--- src/rtl/seqscan_ctrl_pkg.sv ---
// seqscan_ctrl shared definitions:
// FSM state encoding and default widths.
package seqscan_ctrl_pkg;

  localparam int DEF_DATA_W = 8;
  localparam int DEF_PAT_W  = 4;
  localparam int DEF_CNT_W  = 8;
  localparam int NBYTES_W   = 8;

  typedef enum logic [1:0] {
    IDLE  = 2'b00,
    WAIT  = 2'b01,
    SHIFT = 2'b10,
    DONE  = 2'b11
  } state_t;

endpackage

--- src/rtl/seqscan_ctrl_if.sv ---
// seqscan_ctrl control/data bundle.
// master drives commands and bytes, slave is the scanner.
interface seqscan_ctrl_if
  import seqscan_ctrl_pkg::*;
#(
  parameter int DATA_W = DEF_DATA_W,
  parameter int PAT_W  = DEF_PAT_W,
  parameter int CNT_W  = DEF_CNT_W
);

  logic                start;
  logic                abort;
  logic [PAT_W-1:0]    cfg_pattern;
  logic [NBYTES_W-1:0] cfg_nbytes;
  logic                din_valid;
  logic [DATA_W-1:0]   din_data;
  logic                din_ready;
  logic                busy;
  logic                done;
  logic                match_pulse;
  logic [CNT_W-1:0]    match_cnt;
  logic                overflow;

  modport master (
    output start,
    output abort,
    output cfg_pattern,
    output cfg_nbytes,
    output din_valid,
    output din_data,
    input  din_ready,
    input  busy,
    input  done,
    input  match_pulse,
    input  match_cnt,
    input  overflow
  );

  modport slave (
    input  start,
    input  abort,
    input  cfg_pattern,
    input  cfg_nbytes,
    input  din_valid,
    input  din_data,
    output din_ready,
    output busy,
    output done,
    output match_pulse,
    output match_cnt,
    output overflow
  );

endinterface

--- src/rtl/seqscan_ctrl_seq_match.sv ---
// seq_match: programmable overlapping Mealy matcher.
// History persists across bytes until clr.
module seq_match
  import seqscan_ctrl_pkg::*;
#(
  parameter int PAT_W = DEF_PAT_W
) (
  input  logic             clk,
  input  logic             rst,
  input  logic             clr,
  input  logic             en,
  input  logic             bit_in,
  input  logic [PAT_W-1:0] pattern,
  output logic             hit
);

  localparam int VW = $clog2(PAT_W);

  logic [PAT_W-2:0] r_hist;
  logic [VW-1:0]    r_nvld;
  logic             w_full;
  logic [PAT_W-1:0] w_win;

  // w_full: PAT_W-1 earlier bits seen, so this bit completes a window
  assign w_full = (r_nvld == VW'(PAT_W-1));
  assign w_win  = {r_hist, bit_in};
  assign hit    = en & w_full & (w_win == pattern);

  always_ff @(posedge clk or negedge rst) begin
    if (!rst) begin
      r_hist <= '0;
      r_nvld <= '0;
    end else if (clr) begin
      r_hist <= '0;
      r_nvld <= '0;
    end else if (en) begin
      r_hist <= w_win[PAT_W-2:0];
      if (!w_full)
        r_nvld <= r_nvld + VW'(1);
    end
  end

endmodule

--- src/rtl/seqscan_ctrl.sv ---
// seqscan_ctrl: byte-stream pattern scanner with
// saturating match counter and sticky overflow.
module seqscan_ctrl
  import seqscan_ctrl_pkg::*;
#(
  parameter int DATA_W = DEF_DATA_W,
  parameter int PAT_W  = DEF_PAT_W,
  parameter int CNT_W  = DEF_CNT_W
) (
  input  logic          clk,
  input  logic          rst,
  seqscan_ctrl_if.slave bus
);

  localparam int BI_W = $clog2(DATA_W);

  state_t              r_state;
  state_t              w_next;
  logic [PAT_W-1:0]    r_pat;
  logic [NBYTES_W-1:0] r_nbytes;
  logic [DATA_W-1:0]   r_byte;
  logic [BI_W-1:0]     r_bidx;
  logic [CNT_W-1:0]    r_cnt;
  logic                r_ovf;
  logic                r_mpulse;
  logic                w_start;
  logic                w_accept;
  logic                w_shift;
  logic                w_bit;
  logic                w_hit;

  assign w_bit = r_byte[r_bidx];

  always_comb begin
    w_next   = r_state;
    w_start  = 1'b0;
    w_accept = 1'b0;
    w_shift  = 1'b0;
    unique case (r_state)
      IDLE: begin
        if (bus.start) begin
          w_start = 1'b1;
          w_next  = (bus.cfg_nbytes == '0) ? DONE : WAIT;
        end
      end
      WAIT: begin
        if (bus.din_valid) begin
          w_accept = 1'b1;
          w_next   = SHIFT;
        end
      end
      SHIFT: begin
        w_shift = 1'b1;
        if (r_bidx == '0)
          w_next = (r_nbytes == NBYTES_W'(1)) ? DONE : WAIT;
      end
      DONE: w_next = IDLE;
    endcase
    // abort squashes every side effect of this cycle
    if (bus.abort) begin
      w_next   = IDLE;
      w_start  = 1'b0;
      w_accept = 1'b0;
      w_shift  = 1'b0;
    end
  end

  always_ff @(posedge clk or negedge rst) begin
    if (!rst)
      r_state <= IDLE;
    else
      r_state <= w_next;
  end

  seq_match #(
    .PAT_W (PAT_W)
  ) u_match (
    .clk     (clk),
    .rst     (rst),
    .clr     (w_start),
    .en      (w_shift),
    .bit_in  (w_bit),
    .pattern (r_pat),
    .hit     (w_hit)
  );

  always_ff @(posedge clk or negedge rst) begin
    if (!rst) begin
      r_pat    <= '0;
      r_nbytes <= '0;
      r_byte   <= '0;
      r_bidx   <= '0;
      r_cnt    <= '0;
      r_ovf    <= 1'b0;
      r_mpulse <= 1'b0;
    end else begin
      r_mpulse <= w_hit;
      if (w_start) begin
        r_pat    <= bus.cfg_pattern;
        r_nbytes <= bus.cfg_nbytes;
        r_cnt    <= '0;
        r_ovf    <= 1'b0;
      end
      if (w_accept) begin
        r_byte <= bus.din_data;
        r_bidx <= BI_W'(DATA_W-1);
      end
      if (w_shift) begin
        r_bidx <= r_bidx - BI_W'(1);
        if (r_bidx == '0)
          r_nbytes <= r_nbytes - NBYTES_W'(1);
      end
      if (w_hit) begin
        if (&r_cnt)
          r_ovf <= 1'b1;
        else
          r_cnt <= r_cnt + CNT_W'(1);
      end
    end
  end

  assign bus.din_ready   = (r_state == WAIT);
  assign bus.busy        = (r_state != IDLE);
  assign bus.done        = (r_state == DONE);
  assign bus.match_pulse = r_mpulse;
  assign bus.match_cnt   = r_cnt;
  assign bus.overflow    = r_ovf;

endmodule
--- src/flat_wrapper.sv ---
// flat-port wrapper written by rule: the top's interface ports become plain ports
module seqscan_ctrl_flat import seqscan_ctrl_pkg::*;
#(
  parameter int DATA_W = DEF_DATA_W,
  parameter int PAT_W  = DEF_PAT_W,
  parameter int CNT_W  = DEF_CNT_W
)
  (clk, rst, bus_start, bus_abort, bus_cfg_pattern, bus_cfg_nbytes, bus_din_valid, bus_din_data, bus_din_ready, bus_busy, bus_done, bus_match_pulse, bus_match_cnt, bus_overflow);
  seqscan_ctrl_if #(.DATA_W(DATA_W), .PAT_W(PAT_W), .CNT_W(CNT_W)) bus_i ();
  input  logic clk;
  input  logic rst;
  input wire logic [$bits(bus_i.start)-1:0] bus_start;
  input wire logic [$bits(bus_i.abort)-1:0] bus_abort;
  input wire logic [$bits(bus_i.cfg_pattern)-1:0] bus_cfg_pattern;
  input wire logic [$bits(bus_i.cfg_nbytes)-1:0] bus_cfg_nbytes;
  input wire logic [$bits(bus_i.din_valid)-1:0] bus_din_valid;
  input wire logic [$bits(bus_i.din_data)-1:0] bus_din_data;
  output wire logic [$bits(bus_i.din_ready)-1:0] bus_din_ready;
  output wire logic [$bits(bus_i.busy)-1:0] bus_busy;
  output wire logic [$bits(bus_i.done)-1:0] bus_done;
  output wire logic [$bits(bus_i.match_pulse)-1:0] bus_match_pulse;
  output wire logic [$bits(bus_i.match_cnt)-1:0] bus_match_cnt;
  output wire logic [$bits(bus_i.overflow)-1:0] bus_overflow;
  assign bus_i.start = bus_start;
  assign bus_i.abort = bus_abort;
  assign bus_i.cfg_pattern = bus_cfg_pattern;
  assign bus_i.cfg_nbytes = bus_cfg_nbytes;
  assign bus_i.din_valid = bus_din_valid;
  assign bus_i.din_data = bus_din_data;
  assign bus_din_ready = bus_i.din_ready;
  assign bus_busy = bus_i.busy;
  assign bus_done = bus_i.done;
  assign bus_match_pulse = bus_i.match_pulse;
  assign bus_match_cnt = bus_i.match_cnt;
  assign bus_overflow = bus_i.overflow;
  seqscan_ctrl #(.DATA_W(DATA_W), .PAT_W(PAT_W), .CNT_W(CNT_W)) u_core (.clk(clk), .rst(rst), .bus(bus_i));
endmodule
--- config.mk ---
export PLATFORM = sky130hd
export DESIGN_NAME = seqscan_ctrl_flat
export DESIGN_NICKNAME = d
export VERILOG_FILES = /design/src/rtl/seqscan_ctrl_pkg.sv /design/src/rtl/seqscan_ctrl_if.sv /design/src/rtl/seqscan_ctrl_seq_match.sv /design/src/rtl/seqscan_ctrl.sv /design/src/flat_wrapper.sv
export SDC_FILE = /design/constraint.sdc
export NUM_CORES = 1
export LEC_CHECK = 0
export CAP_MARGIN = 25
export CORE_MARGIN = 2
export CORE_UTILIZATION = 40
export CTS_CLUSTER_SIZE = 30
export DETAILED_ROUTE_END_ITERATION = 6
export GPL_TIMING_DRIVEN = 0
export HOLD_SLACK_MARGIN = 0.1
export SLEW_MARGIN = 20
export SYNTH_ARGS = -nofsm -noshare
export SYNTH_HDL_FRONTEND = slang
export SYNTH_HIERARCHICAL = 1
export SYNTH_SLANG_ARGS = --single-unit
--- constraint.sdc ---
create_clock -name clk -period 4 [get_ports clk]
set_clock_uncertainty 0.15 [all_clocks]
set_input_delay 1.2 -clock clk [delete_from_list [all_inputs] [get_ports clk]]
set_output_delay 1.2 -clock clk [all_outputs]
set_load 0.02 [all_outputs]
==> results_tabular.tex <==
\begin{tabular}{lr}
\hline
Metric & Value \\
\hline
\multicolumn{2}{l}{\textbf{Drt}} \\
Residual DRC & 0 \\
Via count & around 1700 \\
ANT nets after route & 0 \\
Detailed-route vias per instance & between 5 and 6 \\
Mean routed wirelength per cell & 13.5 um \\
Iter 0 DRT Violations & 95 \\
WL final & 4400 um \\
Router iterations before antenna repair & 4 \\
\multicolumn{2}{l}{\textbf{STA}} \\
Slew margin rel. & 61.3\% \\
Shortest period the worst path allows & 3.67 ns \\
Worst hold slack across all endpoints & 0.329 ns \\
Max-slew violations & 0 \\
Part of the cycle the worst path needs & 91.9\% \\
Slew @ Worst Pin & 0.576 ns \\
Maximum clock rate & 272 MHz \\
Setup TNS after final layout & 0 ns \\
Setup-failing EPs final & 0 \\
Slack of the critical path & 0.326 ns \\
Setup repair after global routing missed its margin & false \\
Hold violation count in the final report & 0 \\
\multicolumn{2}{l}{\textbf{Die}} \\
Placement row count & 26 \\
Area enclosed by the die boundary & around 0.0060 mm2 \\
Num ports & 38 \\
Die Width & between 70 and 80 um \\
Core Footprint & 0.00517 mm2 \\
Height of the chip & 77.5 um \\
Effective utilization at floorplan & 41.8\% \\
\multicolumn{2}{l}{\textbf{Critical path}} \\
Worst r2r src & u\_core/r\_bidx[0] \\
Critical Path AT & 3.72 ns \\
Critical register-to-register path endpoint & u\_core/bus.match\_cnt[5] \\
Crit path max fanout & 10 \\
Start point of the critical path & bus\_abort \\
Register-to-register path setup slack & 1.01 ns \\
Crit path kind & in -> reg \\
Worst path required time & around 4.0 ns \\
Worst reg2reg path depth & 7 \\
CP Launch Type & input port \\
Critical path endpoint category & register \\
\multicolumn{2}{l}{\textbf{Placed design}} \\
Port-buffer cells & 37 \\
Post-Place Worst Slack & -0.149 ns \\
Final GP Congestion & 0.856 \\
Post-detailed-placement half-perimeter wirelength & between 3000 and 4000 um \\
\multicolumn{2}{l}{\textbf{Power and ir drop}} \\
Total power after layout & 1.44 mW \\
Highest ir drop seen on vdd & 0.282 mV \\
Leakage component of the power & $\sim$1.2 nW \\
Power per unit of standard cell area & 528 mW/mm2 \\
\multicolumn{2}{l}{\textbf{Clock tree}} \\
Number of sinks handled by clock tree synthesis & 40 \\
Post-CTS clock slew at the launch and capture registers of the worst setup and hold paths & 0.08 ns \\
Maximum buffer depth of the clock tree & 2 \\
Clock tree from TritonCTS & yes \\
Clock Root Buffer & clkbuf\_8 \\
Maximum level of the CTS H-tree & 2 \\
Worst skew pair latency & 0.30 ns \\
Number of setup buffers added after CTS & 0 \\
Total clock buffers created by CTS & 5 \\
\multicolumn{2}{l}{\textbf{Logic synthesis}} \\
Avg Cell Area, Syn & 10.3 um2 \\
Post-synthesis async set-or-reset flop share & 100\% \\
Distinct cell type count after synthesis & 56 \\
Number of enable-type register cells in the synthesized netlist & 0 \\
Portion of the post-synthesis area used by sequential elements & a little under half \\
Total number of yosys warnings & 6 \\
Most common flop cell mapped by yosys & dfrtp\_1 \\
Post-Syn Nets & 241 \\
Synthesized instance count & 210 \\
Seq cells post-synth & 40 \\
Cell Area, Synth & 0.00216 mm2 \\
\multicolumn{2}{l}{\textbf{Run status}} \\
Outcome & finished clean \\
\multicolumn{2}{l}{\textbf{Layout}} \\
Area occupied by multi-input gates & 0.00106 mm2 \\
Most frequent cells in the layout & dfrtp\_1 (40), clkdlybuf4s50\_1 (36), nand2\_1 (22), nor2\_1 (16), a21oi\_1 (13) \\
Fill count & 484 \\
Most common cell after layout, fill and taps aside & dfrtp\_1 \\
Syn-to-layout area delta & 26.4\% \\
Final Net Count & 286 \\
Layout cells sized above 1 & between 10\% and 20\% \\
Seq. cell area & approximately 0.0010 mm2 \\
Post-route core utilization & between 50\% and 60\% \\
Antenna fix cells & 0 \\
\multicolumn{2}{l}{\textbf{GRT}} \\
Global-route usage over all layers & between 10\% and 20\% \\
Vias in the first global route & between 1500 and 2000 \\
Remaining Overflow, GRT & 0 \\
Antenna violations before repair & 0 \\
Largest net degree at the start of global routing & 30 \\
Wire length of the first global-routing pass & 7880 um \\
\multicolumn{2}{l}{\textbf{Min path}} \\
Number of stages on the worst hold path & 2 \\
Hold path endpoint & u\_core/r\_pat[3] \\
Min-Delay Path Class & reg -> reg \\
Startpoint of the tightest hold check path & u\_core/r\_pat[3] \\
\multicolumn{2}{l}{\textbf{Run}} \\
Max-cap violations & 0 \\
\hline
\end{tabular}
worst max path at each step:
stage,slack (ns),endpoint,depth (start not counted)
final,0.33,u_core/bus.match_cnt[5],9
after global routing,0.16,u_core/bus.match_cnt[1],10
after CTS,0.17,u_core/bus.match_cnt[3],10
after detailed placement,-0.15,u_core/bus.match_cnt[3],10
after global placement,-0.17,u_core/bus.match_cnt[5],9
after floorplan,0.68,u_core/bus.match_cnt[3],8
power breakdown:
part           switching (mW)  internal [mW]
Clock                   0.138          0.154
Sequential              0.116          0.538
Combinational           0.226          0.271
Total                   0.480          0.963
timing repair:
item                                    CTS  global route
endpoints found under the setup margin    0             6
hold buffers                              0             0
gates resized for setup                   0             2
routing by layer:
metal	GRT usage [%]	part of all wire, %	wire length [um]	up-vias
met5	0	0	0	-
met2	25.9	45	2000	22
met3	4.88	3.2	140	6
met1	22.2	50	2190	811
li1	-	-	-	849
met4	5.36	1.6	69	0
metrics by stage:
step,cell area (um2),instances
floorplan,2160,210
global placement,2620,317
detailed placement,2630,318
CTS,2730,325
global route,2730,325
finish,2730,325
registers in the layout, indices dropped and copies added (netlist names):
signal,cells
u_core/bus.match_cnt,8
u_core/r_byte,8
u_core/r_nbytes,8
u_core/r_pat,4
u_core/r_bidx,3
u_core/u_match/r_hist,3
u_core/r_state,2
u_core/u_match/r_nvld,2
u_core/bus.match_pulse,1
u_core/bus.overflow,1
cells by family (layout without fill, tap and decap cells):
family	after synthesis	after routing	share of synthesized area, %
AND/OR/NAND/NOR	78	78	19.8
flip-flops	40	40	46.3
buffers and inverters	18	63	4.52
adder cells (fa/ha/maj)	6	6	3.47
AO/OA/AOI/OAI	49	49	15.5
multiplexers	17	17	9.61
XOR/XNOR	2	2	0.811
synthesized netlist by cell type (all sizes together) (2+ instances only):
cell	instances	area [um2]
dfrtp	40	1000
nand2	23	88.8
nor2	16	60.1
a21oi	13	65.1
inv	10	37.5
mux2	10	113
o21ai	10	61.3
nand3	8	40.0
ha	6	75.1
mux2i	5	50.1
nand2b	5	38.8
nor3	4	20.0
o211ai	4	30.0
a311oi	3	26.3
a31oi	3	18.8
buf	3	33.8
clkbuf	3	12.5
o21a	3	22.5
or2	3	18.8
or3	3	18.8
or3b	3	28.8
a31o	2	17.5
and2b	2	16.3
clkinv	2	13.8
mux4	2	45.0
nor4	2	12.5
nor4b	2	23.8
o22ai	2	12.5
worst max-delay path, cell delays in order:
cell,delay (ns)
clkdlybuf4s50_1,0.49
or3b_4,0.46
clkinv_4,0.11
clkbuf_2,0.20
o211ai_1,0.13
nor4b_2,0.30
clkbuf_2,0.27
o21ai_1,0.25
a31o_1,0.28
final cells by class:
cell class	count	share of cell area, %
multi-input cells	152	38.9
flip-flops and latches	40	36.6
repair buffers	38	14.1
clock buffers	7	3.53
well taps	70	3.21
inverters	12	1.88
plain buffers	6	1.74
Power figures use the tool's default switching activity.
